### config.mk
export PLATFORM = sky130hd
export DESIGN_NAME = nibble_serial_adder_flat
export DESIGN_NICKNAME = d
export VERILOG_FILES = /design/src/rtl/adder_pkg.sv /design/src/rtl/nibble_serial_adder_if.sv /design/src/rtl/nibble_serial_adder_rca.sv /design/src/rtl/nibble_serial_adder.sv /design/src/flat_wrapper.sv
export SDC_FILE = /design/constraint.sdc
export NUM_CORES = 1
export LEC_CHECK = 0
export BUFFER_PORTS_ARGS = -buffer_cell sky130_fd_sc_hd__clkbuf_2
export CORE_MARGIN = 1
export CORE_UTILIZATION = 25
export DETAILED_ROUTE_END_ITERATION = 12
export PLACE_DENSITY_LB_ADDON = 0.12
export SLEW_MARGIN = 20
export SYNTH_ARGS = -nofsm -noshare
export SYNTH_HDL_FRONTEND = slang
export SYNTH_HIERARCHICAL = 1
export SYNTH_SLANG_ARGS = --single-unit
### constraint.sdc
create_clock -name clk -period 3.6 [get_ports clk]
set_clock_uncertainty 0.2 [all_clocks]
set_input_delay 0.72 -clock clk [delete_from_list [all_inputs] [get_ports clk]]
set_output_delay 0.72 -clock clk [all_outputs]
set_load 0.02 [all_outputs]
### src/rtl/adder_pkg.sv
// adder_pkg
//   Shared constants for the nibble-serial adder slice: nibble width,
//   control FSM state encodings and the nibble-index width helper.
//   No ports (package).
package adder_pkg;

  localparam int NIBBLE_W = 4;

  typedef enum logic [1:0] {
    ST_IDLE = 2'd0,
    ST_RUN  = 2'd1,
    ST_DONE = 2'd2
  } state_e;

  // Width of the nibble index register: clog2 of the nibble count,
  // never narrower than one bit.
  function automatic int idx_w(input int nibbles);
    int w;
    w = $clog2(nibbles);
    return (w < 1) ? 1 : w;
  endfunction

endpackage

### src/rtl/nibble_serial_adder_if.sv
// nibble_serial_adder_if
//   Operand/result handshake bundle for nibble_serial_adder.
//   Parameter NIBBLES sets the operand width W = 4*NIBBLES.
//   Signals:
//     in_valid/in_ready  operand pair handshake (master -> slave)
//     a, b, cin          operands and carry-in
//     out_valid/out_ready result handshake (slave -> master)
//     sum, cout          wide sum and carry-out
//     ovf                signed overflow (only with NIBBLE_SERIAL_ADDER_OVF_EN)
//   Modports: master (producer/consumer side), slave (adder side).
interface nibble_serial_adder_if #(
  parameter int NIBBLES = 4
);
  localparam int W = 4 * NIBBLES;

  logic         in_valid;
  logic         in_ready;
  logic [W-1:0] a;
  logic [W-1:0] b;
  logic         cin;
  logic         out_valid;
  logic         out_ready;
  logic [W-1:0] sum;
  logic         cout;
`ifdef NIBBLE_SERIAL_ADDER_OVF_EN
  logic         ovf;
`endif

  modport master (
    output in_valid, a, b, cin, out_ready,
`ifdef NIBBLE_SERIAL_ADDER_OVF_EN
    input  ovf,
`endif
    input  in_ready, out_valid, sum, cout
  );

  modport slave (
    input  in_valid, a, b, cin, out_ready,
`ifdef NIBBLE_SERIAL_ADDER_OVF_EN
    output ovf,
`endif
    output in_ready, out_valid, sum, cout
  );

endinterface

### src/rtl/nibble_serial_adder_rca.sv
// ripple_carry_adder_4bit
//   Purely combinational 4-bit ripple-carry adder, the shared datapath of
//   the nibble-serial sequencer.
//   Ports:
//     a_i, b_i   4-bit operands
//     cin_i      carry-in
//     sum_o      4-bit sum
//     cout_o     carry-out of bit 3
module ripple_carry_adder_4bit
  import adder_pkg::*;
(
  input  logic [NIBBLE_W-1:0] a_i,
  input  logic [NIBBLE_W-1:0] b_i,
  input  logic                cin_i,
  output logic [NIBBLE_W-1:0] sum_o,
  output logic                cout_o
);

  logic c_v;

  always_comb begin
    sum_o = '0;
    c_v   = cin_i;
    for (int i = 0; i < NIBBLE_W; i++) begin
      sum_o[i] = a_i[i] ^ b_i[i] ^ c_v;
      c_v      = (a_i[i] & b_i[i]) | (c_v & (a_i[i] ^ b_i[i]));
    end
    cout_o = c_v;
  end

endmodule

### src/rtl/nibble_serial_adder.sv
// nibble_serial_adder
//   Accepts a W-bit operand pair (W = 4*NIBBLES) over a valid/ready
//   handshake, adds it one nibble per cycle (LSB nibble first) through a
//   single ripple_carry_adder_4bit with the carry kept in a register, and
//   returns {cout,sum} = a + b + cin over a valid/ready handshake.
//   Latency: result visible to the consumer NIBBLES+1 edges after accept;
//   one operation per NIBBLES+2 cycles with out_ready held high.
//   Ports:
//     clk    rising-edge clock
//     rst_n  asynchronous active-low reset
//     bus    nibble_serial_adder_if.slave (in_valid/in_ready, a, b, cin,
//            out_valid/out_ready, sum, cout[, ovf])
//   Optional feature: define NIBBLE_SERIAL_ADDER_OVF_EN to add bus.ovf,
//   the signed two's-complement overflow of the W-bit add.
module nibble_serial_adder
  import adder_pkg::*;
#(
  parameter int NIBBLES = 4
) (
  input  logic                 clk,
  input  logic                 rst_n,
  nibble_serial_adder_if.slave bus
);

  localparam int W     = NIBBLE_W * NIBBLES;
  localparam int IDX_W = idx_w(NIBBLES);
  localparam logic [IDX_W-1:0] LAST_IDX = IDX_W'(NIBBLES - 1);

  state_e             state_q;
  logic [W-1:0]       a_q;
  logic [W-1:0]       b_q;
  logic [W-1:0]       sum_q;
  logic [IDX_W-1:0]   idx_q;
  logic               carry_q;
  logic               cout_q;
  logic               in_ready_q;
  logic               out_valid_q;

  logic [NIBBLE_W-1:0] a_nib;
  logic [NIBBLE_W-1:0] b_nib;
  logic [NIBBLE_W-1:0] nib_sum;
  logic                nib_cout;

  assign a_nib = a_q[NIBBLE_W*idx_q +: NIBBLE_W];
  assign b_nib = b_q[NIBBLE_W*idx_q +: NIBBLE_W];

  ripple_carry_adder_4bit u_rca (
    .a_i    (a_nib),
    .b_i    (b_nib),
    .cin_i  (carry_q),
    .sum_o  (nib_sum),
    .cout_o (nib_cout)
  );

`ifdef NIBBLE_SERIAL_ADDER_OVF_EN
  logic ovf_q;
  logic ovf_d;
  // Carry into the MSB xor carry out equals "operand signs agree but the
  // result sign differs", which needs only the top-nibble MSBs.
  assign ovf_d   = (a_nib[NIBBLE_W-1] ~^ b_nib[NIBBLE_W-1]) &
                   (a_nib[NIBBLE_W-1] ^ nib_sum[NIBBLE_W-1]);
  assign bus.ovf = ovf_q;
`endif

  always_ff @(posedge clk or negedge rst_n) begin
    if (!rst_n) begin
      state_q     <= ST_IDLE;
      a_q         <= '0;
      b_q         <= '0;
      sum_q       <= '0;
      idx_q       <= '0;
      carry_q     <= 1'b0;
      cout_q      <= 1'b0;
      in_ready_q  <= 1'b1;
      out_valid_q <= 1'b0;
`ifdef NIBBLE_SERIAL_ADDER_OVF_EN
      ovf_q       <= 1'b0;
`endif
    end else begin
      case (state_q)
        ST_IDLE: begin
          // in_ready is high throughout IDLE, so in_valid alone is the accept.
          if (bus.in_valid) begin
            a_q        <= bus.a;
            b_q        <= bus.b;
            carry_q    <= bus.cin;
            idx_q      <= '0;
            in_ready_q <= 1'b0;
            state_q    <= ST_RUN;
          end
        end
        ST_RUN: begin
          sum_q[NIBBLE_W*idx_q +: NIBBLE_W] <= nib_sum;
          carry_q <= nib_cout;
          idx_q   <= idx_q + 1'b1;
          if (idx_q == LAST_IDX) begin
            cout_q      <= nib_cout;
`ifdef NIBBLE_SERIAL_ADDER_OVF_EN
            ovf_q       <= ovf_d;
`endif
            out_valid_q <= 1'b1;
            state_q     <= ST_DONE;
          end
        end
        ST_DONE: begin
          if (bus.out_ready) begin
            out_valid_q <= 1'b0;
            in_ready_q  <= 1'b1;
            state_q     <= ST_IDLE;
          end
        end
        default: begin
          out_valid_q <= 1'b0;
          in_ready_q  <= 1'b1;
          state_q     <= ST_IDLE;
        end
      endcase
    end
  end

  assign bus.in_ready  = in_ready_q;
  assign bus.out_valid = out_valid_q;
  assign bus.sum       = sum_q;
  assign bus.cout      = cout_q;

endmodule

### src/flat_wrapper.sv
// flat-port wrapper written by rule: the top's interface ports become plain ports
module nibble_serial_adder_flat import adder_pkg::*;
#(
  parameter int NIBBLES = 4
)
  (clk, rst_n, bus_in_valid, bus_a, bus_b, bus_cin, bus_out_ready, bus_in_ready, bus_out_valid, bus_sum, bus_cout);
  nibble_serial_adder_if #(.NIBBLES(NIBBLES)) bus_i ();
  input  logic clk;
  input  logic rst_n;
  input wire logic [$bits(bus_i.in_valid)-1:0] bus_in_valid;
  input wire logic [$bits(bus_i.a)-1:0] bus_a;
  input wire logic [$bits(bus_i.b)-1:0] bus_b;
  input wire logic [$bits(bus_i.cin)-1:0] bus_cin;
  input wire logic [$bits(bus_i.out_ready)-1:0] bus_out_ready;
  output wire logic [$bits(bus_i.in_ready)-1:0] bus_in_ready;
  output wire logic [$bits(bus_i.out_valid)-1:0] bus_out_valid;
  output wire logic [$bits(bus_i.sum)-1:0] bus_sum;
  output wire logic [$bits(bus_i.cout)-1:0] bus_cout;
  assign bus_i.in_valid = bus_in_valid;
  assign bus_i.a = bus_a;
  assign bus_i.b = bus_b;
  assign bus_i.cin = bus_cin;
  assign bus_i.out_ready = bus_out_ready;
  assign bus_in_ready = bus_i.in_ready;
  assign bus_out_valid = bus_i.out_valid;
  assign bus_sum = bus_i.sum;
  assign bus_cout = bus_i.cout;
  nibble_serial_adder #(.NIBBLES(NIBBLES)) u_core (.clk(clk), .rst_n(rst_n), .bus(bus_i));
endmodule
==> key figures <==
Status
  – Outcome: finished clean

Routing
  – DRC Markers: 0
  – DRT Pass-1 Iters: 4
  – Initial DRC count: 26
  – Final WL: between 5 and 6 mm
  – Vias/cell: approximately 4.2
  – Average wire per standard cell: between 10 and 15 µm
  – Antenna-violating nets left: 0
  – Via count: ~1700

Global routing
  – Overflow after GRT: 0
  – GRT Util Overall: between 10% and 20%
  – Largest net degree at the start of global routing: 57
  – First-pass GRT wire length: 9.149 mm
  – Via count of the first global-routing pass: ~1800
  – Initial antenna violation count: 0

STA
  – F_max: between 0.3 and 0.4 GHz
  – RSZ-0062 raised after global routing: no
  – Worst-margin pin slew: about 920 ps
  – Final setup violation count: 0
  – Final Hold Viols: 0
  – Part of the cycle the worst path needs: roughly 90%
  – Setup TNS: 0 ps
  – Max-slew headroom: 38.63%
  – Minimum clock period: between 3000 and 4000 ps
  – Slew Viols, Final: 0
  – Min Hold Slack: 287.7 ps

CTS
  – CTS resizes: 0
  – Post-CTS Hold Fix Bufs: 0
  – Post-CTS Setup Bufs: 0
  – Root buffer cell: clkbuf_8
  – H-tree depth: 2
  – Sinks on Clock Net: 56
  – Worst-Skew Late Latency: around 310 ps
  – CTS clock-pin slew for the worst setup and hold paths: roughly 100 ps
  – CTS tree: done
  – CTS buffer count: 5
  – Deepest clock path buffer count: 2

Worst hold path
  – WHS Path Cells: 2
  – Hold EP: u_core/bus.sum[8]$_DFFE_PN0P_
  – Min-delay src: u_core/bus.sum[8]$_DFFE_PN0P_
  – Min-delay worst type: flip-flop to flip-flop

Layout
  – Fin area: approximately 3200 µm²
  – Share of post-route cells with drive strength above 1: 39.18%
  – Post-route insts no fill: about 400
  – Ant diodes: 0
  – Synth-to-layout area growth: 18.41%
  – Final nets: 314
  – Filler cells: around 1100

Pwr
  – Flop pwr share: between 30% and 40%
  – Tot Pwr: between 3 and 4 mW
  – Power per cell area: 945.1 nW/µm²
  – Leak pwr: 1.460 nW
  – Switching share of total power: 41.91%
  – Peak supply drop: ~0.28 mV
  – Clk pwr share: approximately 11%
  – Switching power: 1.266 mW
  – Comb pwr share: between 50 and 60%
  – P_int: roughly 1.8 mW

Logic synthesis
  – Async SR Flop Fraction: 100.0%
  – Top-count cell post-synth: dfrtp_1
  – Cell area after synthesis: 2699 µm²
  – Dominant cell type by area after synthesis: dfrtp_1
  – Yosys top cell area share: ~51%
  – Top_reg_cell synth: dfrtp_1
  – Top cells by instance count after synthesis: dfrtp_1 (55), nand2_1 (36), mux2_2 (31)
  – Largest cells by area after synthesis: dfrtp_1 (51%), mux2_2 (13%), mux4_1 (7.8%)
  – Post-synthesis cell type count: 31
  – Mapped Nets: approximately 260
  – #FFs+latches synth: 56
  – Number of synthesized flops with an enable pin: 0
  – Synth warnings: 6
  – Cells after synthesis: 208
  – Mapped Avg Cell Area: 12.98 µm²
  – Register area share after synthesis: 51.97%

Worst setup path
  – Startpoint of the worst register-to-register path: u_core/idx_q[0]$_DFFE_PN0P_
  – CP arrival: roughly 3300 ps
  – Crit. End Element: flip-flop
  – Cells on worst reg2reg path: 11
  – Critical Path Fanout Max: 6
  – Reg2Reg Setup Slack: approximately 300 ps
  – Critical Path RT: 3630 ps
  – Critical path class: flip-flop to flip-flop
  – R2r endpoint: u_core/bus.sum[11]$_DFFE_PN0P_
  – Startpoint types: flip-flop

Die
  – Die height: 105.9 µm
  – # IOs: 56
  – Die X: roughly 110 µm
  – Die area: approximately 11000 µm²
  – Initial core utilization: 25.91%
  – Core Region: 10420 µm²
  – Row cnt: 37

Placed design
  – Placed cell area: slightly above 3000 µm²
  – DP HPWL: between 4 and 5 mm
  – Port Buffers: 55
  – DP Cell Count: between 300 and 400
  – Gpl congestion: approximately 0.65

Flow run
  – Max cap viols: 0
## logic make-up after synthesis
family / after synthesis / synth area share (%)
AND/OR/NAND/NOR: 54 / 11.03
adder cells (fa/ha/maj): 10 / 5.749
buffers and inverters: 21 / 4.311
AO/OA/AOI/OAI: 25 / 5.007
flip-flops: 56 / 51.97
multiplexers: 42 / 21.93
## final cells by class
| type | instances | area, µm² | area share, % |
|---|---|---|---|
| timing repair buffer | 59 | 305.3 | 9.554 |
| sequential | 56 | 1403 | 43.89 |
| multi-input combinational | 131 | 1180 | 36.92 |
| clock inverter | 2 | 12.51 | 0.3915 |
| tap | 136 | 170.2 | 5.325 |
| clock buffer | 6 | 72.57 | 2.271 |
| inverter | 14 | 52.55 | 1.644 |
## metrics by stage
step	setup slack [ps]	util [%]
floorplan	325.7	-
global placement	398.4	29.86
detailed placement	309.7	29.86
CTS	289.0	30.68
global route	88.49	30.68
finish	296.9	30.68
## worst max path at each step
stage,depth (start not counted),slack [ps],endpoint,from
after floorplan,12,330,u_core/bus.sum[11]$_DFFE_PN0P_,u_core/idx_q[0]$_DFFE_PN0P_
after global placement,11,400,u_core/bus.sum[3]$_DFFE_PN0P_,u_core/idx_q[0]$_DFFE_PN0P_
after detailed placement,11,310,u_core/bus.sum[11]$_DFFE_PN0P_,u_core/idx_q[0]$_DFFE_PN0P_
after CTS,11,290,u_core/bus.sum[11]$_DFFE_PN0P_,u_core/idx_q[0]$_DFFE_PN0P_
after global routing,11,90,u_core/bus.sum[3]$_DFFE_PN0P_,u_core/idx_q[0]$_DFFE_PN0P_
final,11,300,u_core/bus.sum[11]$_DFFE_PN0P_,u_core/idx_q[0]$_DFFE_PN0P_
## routing by layer
| layer | vias to the layer above | global-route usage [%] | part of all wire, % |
|---|---|---|---|
| met3 | 4 | 3.066 | 5.0 |
| met5 | - | 0 | 0 |
| met1 | 818 | 13.46 | 48 |
| li1 | 842 | - | - |
| met2 | 41 | 17.55 | 47 |
| met4 | 0 | 2.976 | 0.77 |
## critical path, stage by stage (launching register included)
cell,delay (ps)
dfrtp_1,520
mux4_1,630
fa_1,430
inv_1,80
fa_1,150
inv_1,50
fa_1,350
inv_1,80
fa_1,400
inv_1,130
nand2_1,60
o21ai_0,150
## state kept, by name (all words and copies together), names as in the netlist
signal and cells:
u_core/carry_q 1, u_core/bus.in_ready 1, u_core/idx_q 2, u_core/bus.sum 16, u_core/a_q 16, u_core/bus.out_valid 1
u_core/state_q 2, u_core/bus.cout 1, u_core/b_q 16
## power by group through the flow
stage                     clock network (mW)  logic [mW]  registers [mW]
after floorplan                            0        1.12            1.14
after global placement                     0        1.59            1.14
after detailed placement                   0        1.60            1.14
after CTS                              0.365        1.61            1.12
after global routing                   0.384        1.77            1.16
final                                  0.340        1.57            1.11
## layout by cell type, fill, tap and decap left out, types with 2 or more instances in the layout
cell type,instances
nor2_1,3
nand3b_1,3
clkbuf_2,55
nor3_1,3
dfrtp_1,55
mux2_2,31
o21ai_0,19
mux2_1,2
clkbuf_8,5
buf_4,4
nand2_1,36
inv_1,14
ha_1,6
mux4_1,8
fa_1,4
Power figures use the tool's default switching activity.
